[src/rtl/regfile_mp.sv]
// Multi-ported register file with a power-up clear sequence, write-to-read bypass
// and a per-register pending (scoreboard) bitmap.
//
// After reset the array is walked one entry per cycle and written with zero. While
// that walk runs, busy is high, writes and reservations are ignored, and the read
// ports return zero with no pending flags. Once the walk finishes the file accepts
// NWR writes per cycle. When several ports write the same address, the
// highest-index port wins. wr_collide reports such a collision one cycle later.
//
// Ports:
//   clk        clock, rising edge
//   rst        synchronous active-high reset
//   wr_en      [NWR]          per-port write enable
//   wr_addr    [NWR*AW]       packed write addresses, port k in slice k
//   wr_data    [NWR*DATA_W]   packed write data
//   rd_addr    [NRD*AW]       packed read addresses
//   rd_data    [NRD*DATA_W]   packed read data (combinational)
//   rsv_en     reserve rsv_addr (mark pending)
//   rsv_addr   [AW]           register to reserve
//   rd_pend    [NRD]          pending flag of each read address (combinational)
//   busy       high while the clear walk runs (registered)
//   wr_collide one-cycle pulse after a same-address multi-port write (registered)
module regfile_mp #(
  parameter int unsigned DATA_W   = 32,
  parameter int unsigned DEPTH    = 32,
  parameter int unsigned NRD      = 2,
  parameter int unsigned NWR      = 2,
  parameter bit          ZERO_REG = 1'b1,
  parameter bit          BYPASS   = 1'b1,
  localparam int unsigned AW      = $clog2(DEPTH)
) (
  input  logic                  clk,
  input  logic                  rst,
  input  logic [NWR-1:0]        wr_en,
  input  logic [NWR*AW-1:0]     wr_addr,
  input  logic [NWR*DATA_W-1:0] wr_data,
  input  logic [NRD*AW-1:0]     rd_addr,
  output logic [NRD*DATA_W-1:0] rd_data,
  input  logic                  rsv_en,
  input  logic [AW-1:0]         rsv_addr,
  output logic [NRD-1:0]        rd_pend,
  output logic                  busy,
  output logic                  wr_collide
);

  localparam logic StClear = 1'b0;
  localparam logic StReady = 1'b1;

  localparam logic [AW-1:0] LastIdx = AW'(DEPTH - 1);

  logic              state_q, state_d;
  logic [AW-1:0]     clr_idx_q, clr_idx_d;
  logic              busy_q;
  logic              wr_collide_q, wr_collide_d;
  logic [DEPTH-1:0]  pend_q, pend_d;

  // No reset on the array so it can map onto RAM; the clear walk zeroes it instead.
  logic [DATA_W-1:0] mem [DEPTH];

  logic              ready;
  logic              collide;
  logic              rsv_ok;
  logic [AW-1:0]     wa [NWR];
  logic [DATA_W-1:0] wd [NWR];
  logic [NWR-1:0]    we_eff;

  logic [AW-1:0]     rd_a;
  logic [DATA_W-1:0] rd_val;
  logic              rd_hit;

  assign ready = (state_q == StReady);

  // Unpack write ports and qualify enables. An address-0 write with ZERO_REG set is
  // treated as if it never happened: no store, no bypass, no collision.
  for (genvar k = 0; k < NWR; k++) begin : gen_wr_unpack
    assign wa[k]     = wr_addr[k*AW +: AW];
    assign wd[k]     = wr_data[k*DATA_W +: DATA_W];
    assign we_eff[k] = ready & wr_en[k] & ~(ZERO_REG & (wr_addr[k*AW +: AW] == '0));
  end

  assign rsv_ok = ready & rsv_en & ~(ZERO_REG & (rsv_addr == '0));

  // Any pair of surviving writes aimed at the same address.
  always_comb begin
    collide = 1'b0;
    for (int unsigned i = 0; i < NWR; i++) begin
      for (int unsigned j = i + 1; j < NWR; j++) begin
        if (we_eff[i] && we_eff[j] && (wa[i] == wa[j])) begin
          collide = 1'b1;
        end
      end
    end
  end

  // Clear walk / ready sequencing. rst pins the walk at entry 0.
  always_comb begin
    state_d   = state_q;
    clr_idx_d = clr_idx_q;
    if (state_q == StClear) begin
      clr_idx_d = clr_idx_q + 1'b1;
      if (clr_idx_q == LastIdx) begin
        state_d = StReady;
      end
    end
    if (rst) begin
      state_d   = StClear;
      clr_idx_d = '0;
    end
  end

  // Pending bitmap: writes clear, a reservation applied afterwards so it wins a tie.
  always_comb begin
    pend_d = pend_q;
    for (int unsigned k = 0; k < NWR; k++) begin
      if (we_eff[k]) begin
        pend_d[wa[k]] = 1'b0;
      end
    end
    if (rsv_ok) begin
      pend_d[rsv_addr] = 1'b1;
    end
    if (rst) begin
      pend_d = '0;
    end
  end

  assign wr_collide_d = collide & ~rst;

  always_ff @(posedge clk) begin
    state_q      <= state_d;
    clr_idx_q    <= clr_idx_d;
    busy_q       <= (state_d == StClear);
    wr_collide_q <= wr_collide_d;
    pend_q       <= pend_d;
  end

  // Array write. Ascending port order makes the highest-index port the last
  // assignment, so it wins a same-address tie.
  always_ff @(posedge clk) begin
    if (!ready) begin
      mem[clr_idx_q] <= '0;
    end else begin
      for (int unsigned k = 0; k < NWR; k++) begin
        if (we_eff[k]) begin
          mem[wa[k]] <= wd[k];
        end
      end
    end
  end

  // Read ports with optional bypass from this cycle's writes.
  always_comb begin
    rd_data = '0;
    rd_pend = '0;
    rd_a    = '0;
    rd_val  = '0;
    rd_hit  = 1'b0;
    for (int unsigned j = 0; j < NRD; j++) begin
      rd_a   = rd_addr[j*AW +: AW];
      rd_val = mem[rd_a];
      rd_hit = 1'b0;
      if (BYPASS) begin
        for (int unsigned k = 0; k < NWR; k++) begin
          if (we_eff[k] && (wa[k] == rd_a)) begin
            rd_val = wd[k];
            rd_hit = 1'b1;
          end
        end
      end
      if (!ready || (ZERO_REG && (rd_a == '0))) begin
        rd_val = '0;
      end
      rd_data[j*DATA_W +: DATA_W] = rd_val;
      rd_pend[j]                  = ready & pend_q[rd_a] & ~rd_hit;
    end
  end

  assign busy       = busy_q;
  assign wr_collide = wr_collide_q;

endmodule

[config.mk]
export PLATFORM = sky130hd
export DESIGN_NAME = regfile_mp
export DESIGN_NICKNAME = d
export VERILOG_FILES = /design/src/rtl/regfile_mp.sv
export SDC_FILE = /design/constraint.sdc
export NUM_CORES = 2
export LEC_CHECK = 0
export CAP_MARGIN = 10
export CORE_MARGIN = 2
export CORE_UTILIZATION = 56
export CTS_CLUSTER_DIAMETER = 60
export DETAILED_ROUTE_END_ITERATION = 8
export PLACE_DENSITY = 0.73
export SLEW_MARGIN = 30
export SYNTH_ARGS = -nofsm -noshare
export SYNTH_HDL_FRONTEND = slang
export SYNTH_SLANG_ARGS = --single-unit
[constraint.sdc]
create_clock -name clk -period 6 [get_ports clk]
set_input_delay 1.5 -clock clk [delete_from_list [all_inputs] [get_ports clk]]
set_output_delay 1.5 -clock clk [all_outputs]
set_load 0.005 [all_outputs]
-- Word-level counts from Yosys, hierarchy flattened
Memory sizes are Yosys's and may differ from the RTL's.
Index checks and enable logic that the tools add are counted.
W data, S select, Z words.
- memory bits (writable): 1024
- output and inout port bits: 68
- memories kept: 1
- logic and storage cells: 99
- input bits: 94
- bits in registers: 40
- equality and inequality tests: 6
- $add $sub $neg: 1
- muxes and demuxes: 37
- order comparisons: 8
- reductions and logical operators: 18
- bitwise gates (word level): 23
- memories (memory ; depth ; bits a word ; rd ports ; clocked after memory_dff ; write ports ; line ; source):
    mem ; 32 ; 32 ; 2 ; 0 ; 2 ; 58 ; logic [DATA_W-1:0] mem [DEPTH];
- operators by type and width (operator ; number):
    $mux W32 ; 10
    $and A32 B32 Y32 ; 2
    $not A32 Y32 ; 2
    $or A32 B32 Y32 ; 1
    $reduce_or A32 Y1 ; 1
    $lt A5 B6 Y1 const B ; 5
    $eq A5 B5 Y1 ; 5
    $logic_not A5 Y1 ; 5
    $mux W1 ; 21
    $demux W1 S5 ; 3
    $ge A5 B1 Y1 const B ; 3
    $and A1 B1 Y1 ; 11
    $bmux W1 S5 ; 2
    $logic_and A1 B1 Y1 ; 9
    $not A1 Y1 ; 7
    $add A5 B1 Y5 const B ; 1
    $eq A5 B5 Y1 const B ; 1
    $mux W5 ; 1
    $logic_or A1 B1 Y1 ; 2
    $logic_not A1 Y1 ; 1

-- Logic depth before layout (Yosys ltp)
- depth in word-level cells: 11
- gate-level depth with buffers: 9
- mapped depth without buffers: 6

-- Worst setup path after synthesis
No wires, ideal clock.
- kind: input -> register
- start point: input port wr_addr[3]
- end point: memory mem[6][0] (enable)
- stages on the path: 7
- path slack: 0.455 ns
- arrival: 5.079 ns
- cell sequence: buf_2 > nor3_4 > a21oi_1 > clkbuf_1 > o21ai_0 > nand2_1 > o21ai_0
- RTL lines (what ; line ; source):
    start: declaration ; 35 ; input logic [NWR*AW-1:0] wr_addr,
    end: declaration ; 58 ;

-- Worst setup path after layout
- start point: input port rd_addr[6]
- end point: output port rd_data[59]
- cells in the longest elaborated chain, start to end: 5
- elaborated cells between the ends (all ways): 10
- those cells by class: eq/ne: 2; mux: 3; reduce/logical: 4; memory: 1
- RTL lines (what ; line ; source):
    start: declaration ; 37 ; input logic [NRD*AW-1:0] rd_addr,
    branches (longest 4 deep; another with $mem_v2 Z32 W32) ; n/a ;
    $mux W32 (*) ; 170 ; if (!ready || (ZERO_REG && (rd_a == '0))) begin
    end: declaration ; 38 ; output logic [NRD*DATA_W-1:0] rd_data,
Mark *: on every way between the ends.

==> impl_summary.md <==
Status
The run finished with clean final reports.

Setup path
The kind of end point of the critical path is a primary output. The worst reg-to-reg setup slack is 2.51 ns. By startpoint and endpoint, the worst setup path is classified as in2out. The highest fanout seen on the critical path is 30. The critical path goes through clkdlybuf4s50_1, buf_12, or2_4, buf_12, o22ai_1, nor3_1, nor3_1, buf_4, o211ai_2, clkdlybuf4s50_1. The nature of the critical path startpoint is an input port.

The critical path data required time is 4.50 ns. The data arrival time of the critical path is 4.48 ns. The cell type of the slowest stage on the worst timing path is sky130_fd_sc_hd__clkdlybuf4s50_1. The most critical setup path has its startpoint at rd_addr[6]. The launching point of the worst reg2reg path is ready.

The maximum cell stage delay along the critical path is 0.55 ns.

Global routing
The maximum number of pins on one net before global-route repair is 80. The first global-routing pass estimated 335 mm of wire. The initial antenna violation count was 5.

In the global route stage, overall resource usage came out at 39.7%. The via count of the first global-routing pass came to 51300. The sum of overflow across all layers after global routing is 0.

Synth
Yosys instantiated no cell more often than sky130_fd_sc_hd__nand2_1. Among all flip-flop cells after synthesis, the most frequent one is sky130_fd_sc_hd__edfxtp_1. The number of enable flip-flop cells after synthesis is 1024. Sorting the synthesized cells by how often they occur yields 1203 x sky130_fd_sc_hd__nand2_1, 1040 x sky130_fd_sc_hd__o21ai_0, 1024 x sky130_fd_sc_hd__edfxtp_1. Summed over all instances, the cell type with the most area after synthesis is sky130_fd_sc_hd__edfxtp_1. The share of the yosys chip area belonging to registers is 50.4%. The number of distinct library cell variants in the gate-level netlist after synthesis is 61. The cell count after synthesis is 5819. Counting flops and latches in the post-synthesis netlist gives 1064. The area share of the leading cell type in the synthesized netlist is 49.1%. Each instance of the synthesized netlist takes up on average 10.8 sq um. The count of yosys warnings during synthesis is 0. By area the synthesized netlist is led by sky130_fd_sc_hd__edfxtp_1 49%, sky130_fd_sc_hd__mux4_2 10%, sky130_fd_sc_hd__mux2_2 8.5%. The post-synthesis async set-or-reset flop share is 0%. The cell area after technology mapping is 62600 sq um. When the netlist entered floorplanning its net count stood at 5915.

STA
The transition time of the tightest slew-check pin is 1.03 ns. Setup total negative slack on the finished layout was measured at 0 ns. Final hold analysis gives a worst-case slack of 0.489 ns. The remaining max-slew budget at the tightest pin is 31.3%. The final critical-path required period is 5.98 ns.

The number of max-slew violations in the final report came to 0. Setup repair after global routing left no endpoint under its margin. The fraction of the cycle the final worst path needs is 99.6%. The maximum achievable frequency is 167 MHz. The clock arrives with 0.0256 ns of skew. The final worst slack is 0.0231 ns.

The number of failing hold endpoints at the final stage is 0. The final number of setup-violating endpoints is 0.

Place
The routability-driven placement congestion ratio is 0.933. The placed standard-cell area is 67400 sq um. Including well taps, the total number of placed cells is 7058. Detailed placement finished with a half-perimeter wire length of 143 mm. At the placement stage, the worst setup path has a slack of 0.0979 ns.

During placement, the flow inserted port buffers numbering 161.

Pwr
In this run the static leakage power is 21.8 nW. The relative contribution of combinational cells to total power is 9.4%. Of the total power, the clock network draws 43.7%. The sum of internal, switching and leakage power is 17.4 mW. Sequential cells burn 46.9% of the power.

The worst ir drop on vdd is 0.242 mV. For this design the total switching power over the nets is 4.23 mW. The internal power summed over all cells is 13.1 mW. Dividing total power by cell area gives a power density of 243 nW/um^2. The net switching fraction of the power is 24.4%.

CTS
At the later pin of the worst-skew pair, clock insertion delay measures 0.73 ns. The hold buffer count at cts is 0. The clock tree synthesis step divided the H-tree into 3 levels. The clock edge transition at the registers on the reported setup and hold paths is 0.06 ns. Clock tree synthesis found a total of 1064 sinks. CTS placed an instance of sky130_fd_sc_hd__clkbuf_16 at the clock tree root. The maximum buffer depth of the clock tree is 3. Buffers added to address setup during post-CTS repair amount to 0. The total clock buffers created by CTS is 115. The clock tree from TritonCTS is built.

Final layout
For this run, the share of the core covered by cells in the final layout is 64.5%. The final cell count without fillers is 7281. In the final layout, the share of cells above drive strength 1 is 24.2%. For this run, the post-layout net count is 5784.

The post-synthesis to final-layout area growth is 14.2%. Fill cells in the final layout number 8230. The final cell area excluding filler cells is 71500 sq um.

Routing
The first routing iteration left 8758 violations. After detailed routing, the number of remaining DRC violations is 0. The post-detailed-route count of antenna-violating nets is 0. For this run, the detailed router's first-pass iteration total came to 6. The routed via count is 52200.

Wires add up to 232 mm. After detailed routing, the average wire length per cell comes to 31.9 um. The average vias per placed instance is 7.17.

Floorplanning
The area enclosed by the die boundary is 114000 sq um. 162 I/O pins were placed. The placeable core area is 111000 sq um.

The number of placement rows is 122. The effective utilization at floorplan is 56.5%. The floorplan die width is 338 um.

The die is 338 um tall.

Worst hold path
The path type of the worst min-delay path is reg2reg. The worst hold path begins at pend_q[0].

Run
The max-cap check violation count is 0.
flip-flops by register name (all words and copies together) (netlist names):
| register | flops |
|---|---|
| busy | 1 |
| clr_idx_q | 5 |
| mem | 1024 |
| pend_q | 32 |
| ready | 1 |
| wr_collide | 1 |
final timing paths:
kind / to / cells after the start
hold / removal: pend_q[0] / 1
setup / recovery: rd_data[59] / 10
setup reg to reg: mem[17][18] / 7
hold reg to reg: pend_q[0] / 1
layer usage:
metal  vias to the layer above  global-route usage [%]  routed length [um]
met1                     24900                    48.8               75900
li1                      21500                       -                   -
met3                      1173                    11.9               34500
met2                      4644                    60.6              104000
met5                         -                       0                  18
met4                         4                    26.9               17900
critical path, delay by kind of cell:
| family | cells | cell delay [ns] |
|---|---|---|
| simple gates | 3 | 0.85 |
| buf+inv | 5 | 1.75 |
| compound gates | 2 | 0.33 |
logic make-up after synthesis:
family	after synthesis	share of synthesized area (%)
and+or+nand+nor	1611	10.6
AOI/OAI and AO/OA	1565	14.4
DFF	1064	50.4
muxes	796	19.3
buffers and inverters	754	4.88
xor gates and xnor gates	27	0.378
adders and majority gates	2	0.0400
cell type report:
cell class	count	area (sq um)	area share, %
antenna	5	12.5	0.0175
tap	1488	1860	2.61
timing repair buffer	466	5140	7.20
sequential	1064	31600	44.2
clock buffer	131	3010	4.21
inverter	40	150	0.210
multi-input combinational	4001	28800	40.2
clock inverter	86	975	1.36
power groups by stage:
stage	Clock, mW	Sequential [mW]	Combinational, mW
6_report	7.59	8.15	1.64
5_1_grt	7.86	8.16	1.66
4_1_cts	7.56	8.15	1.57
3_5_place_dp	0	8.31	1.57
3_3_place_gp	0	8.30	1.55
2_1_floorplan	0	8.30	0.902
cell usage in the layout, fill, tap and decap left out, types with 17 or more instances in the layout:
cell / instances
sky130_fd_sc_hd__clkinv_2: 22
sky130_fd_sc_hd__o211ai_1: 34
sky130_fd_sc_hd__dfxtp_1: 40
sky130_fd_sc_hd__inv_1: 40
sky130_fd_sc_hd__o21ai_0: 1024
sky130_fd_sc_hd__mux4_2: 280
sky130_fd_sc_hd__o22ai_1: 219
sky130_fd_sc_hd__o211ai_2: 30
sky130_fd_sc_hd__nor3_1: 162
sky130_fd_sc_hd__edfxtp_1: 1024
sky130_fd_sc_hd__bufinv_16: 18
sky130_fd_sc_hd__nor2_1: 52
sky130_fd_sc_hd__a21oi_1: 18
sky130_fd_sc_hd__a32oi_1: 17
sky130_fd_sc_hd__buf_12: 96
sky130_fd_sc_hd__mux2_2: 474
sky130_fd_sc_hd__clkdlybuf4s50_1: 157
sky130_fd_sc_hd__nand2_1: 1178
sky130_fd_sc_hd__nand2_2: 24
sky130_fd_sc_hd__clkbuf_16: 118
sky130_fd_sc_hd__mux2i_1: 42
sky130_fd_sc_hd__nor2_4: 31
sky130_fd_sc_hd__a22oi_1: 141
sky130_fd_sc_hd__clkinv_1: 19
sky130_fd_sc_hd__a211oi_1: 34
sky130_fd_sc_hd__buf_4: 208
sky130_fd_sc_hd__nand3_1: 73
what timing repair did:
item	4_1_cts	5_1_grt
endpoints found under the hold margin	0	0
setup endpoints to repair	0	2
resized for setup	0	2
Power figures use the tool's default switching activity.
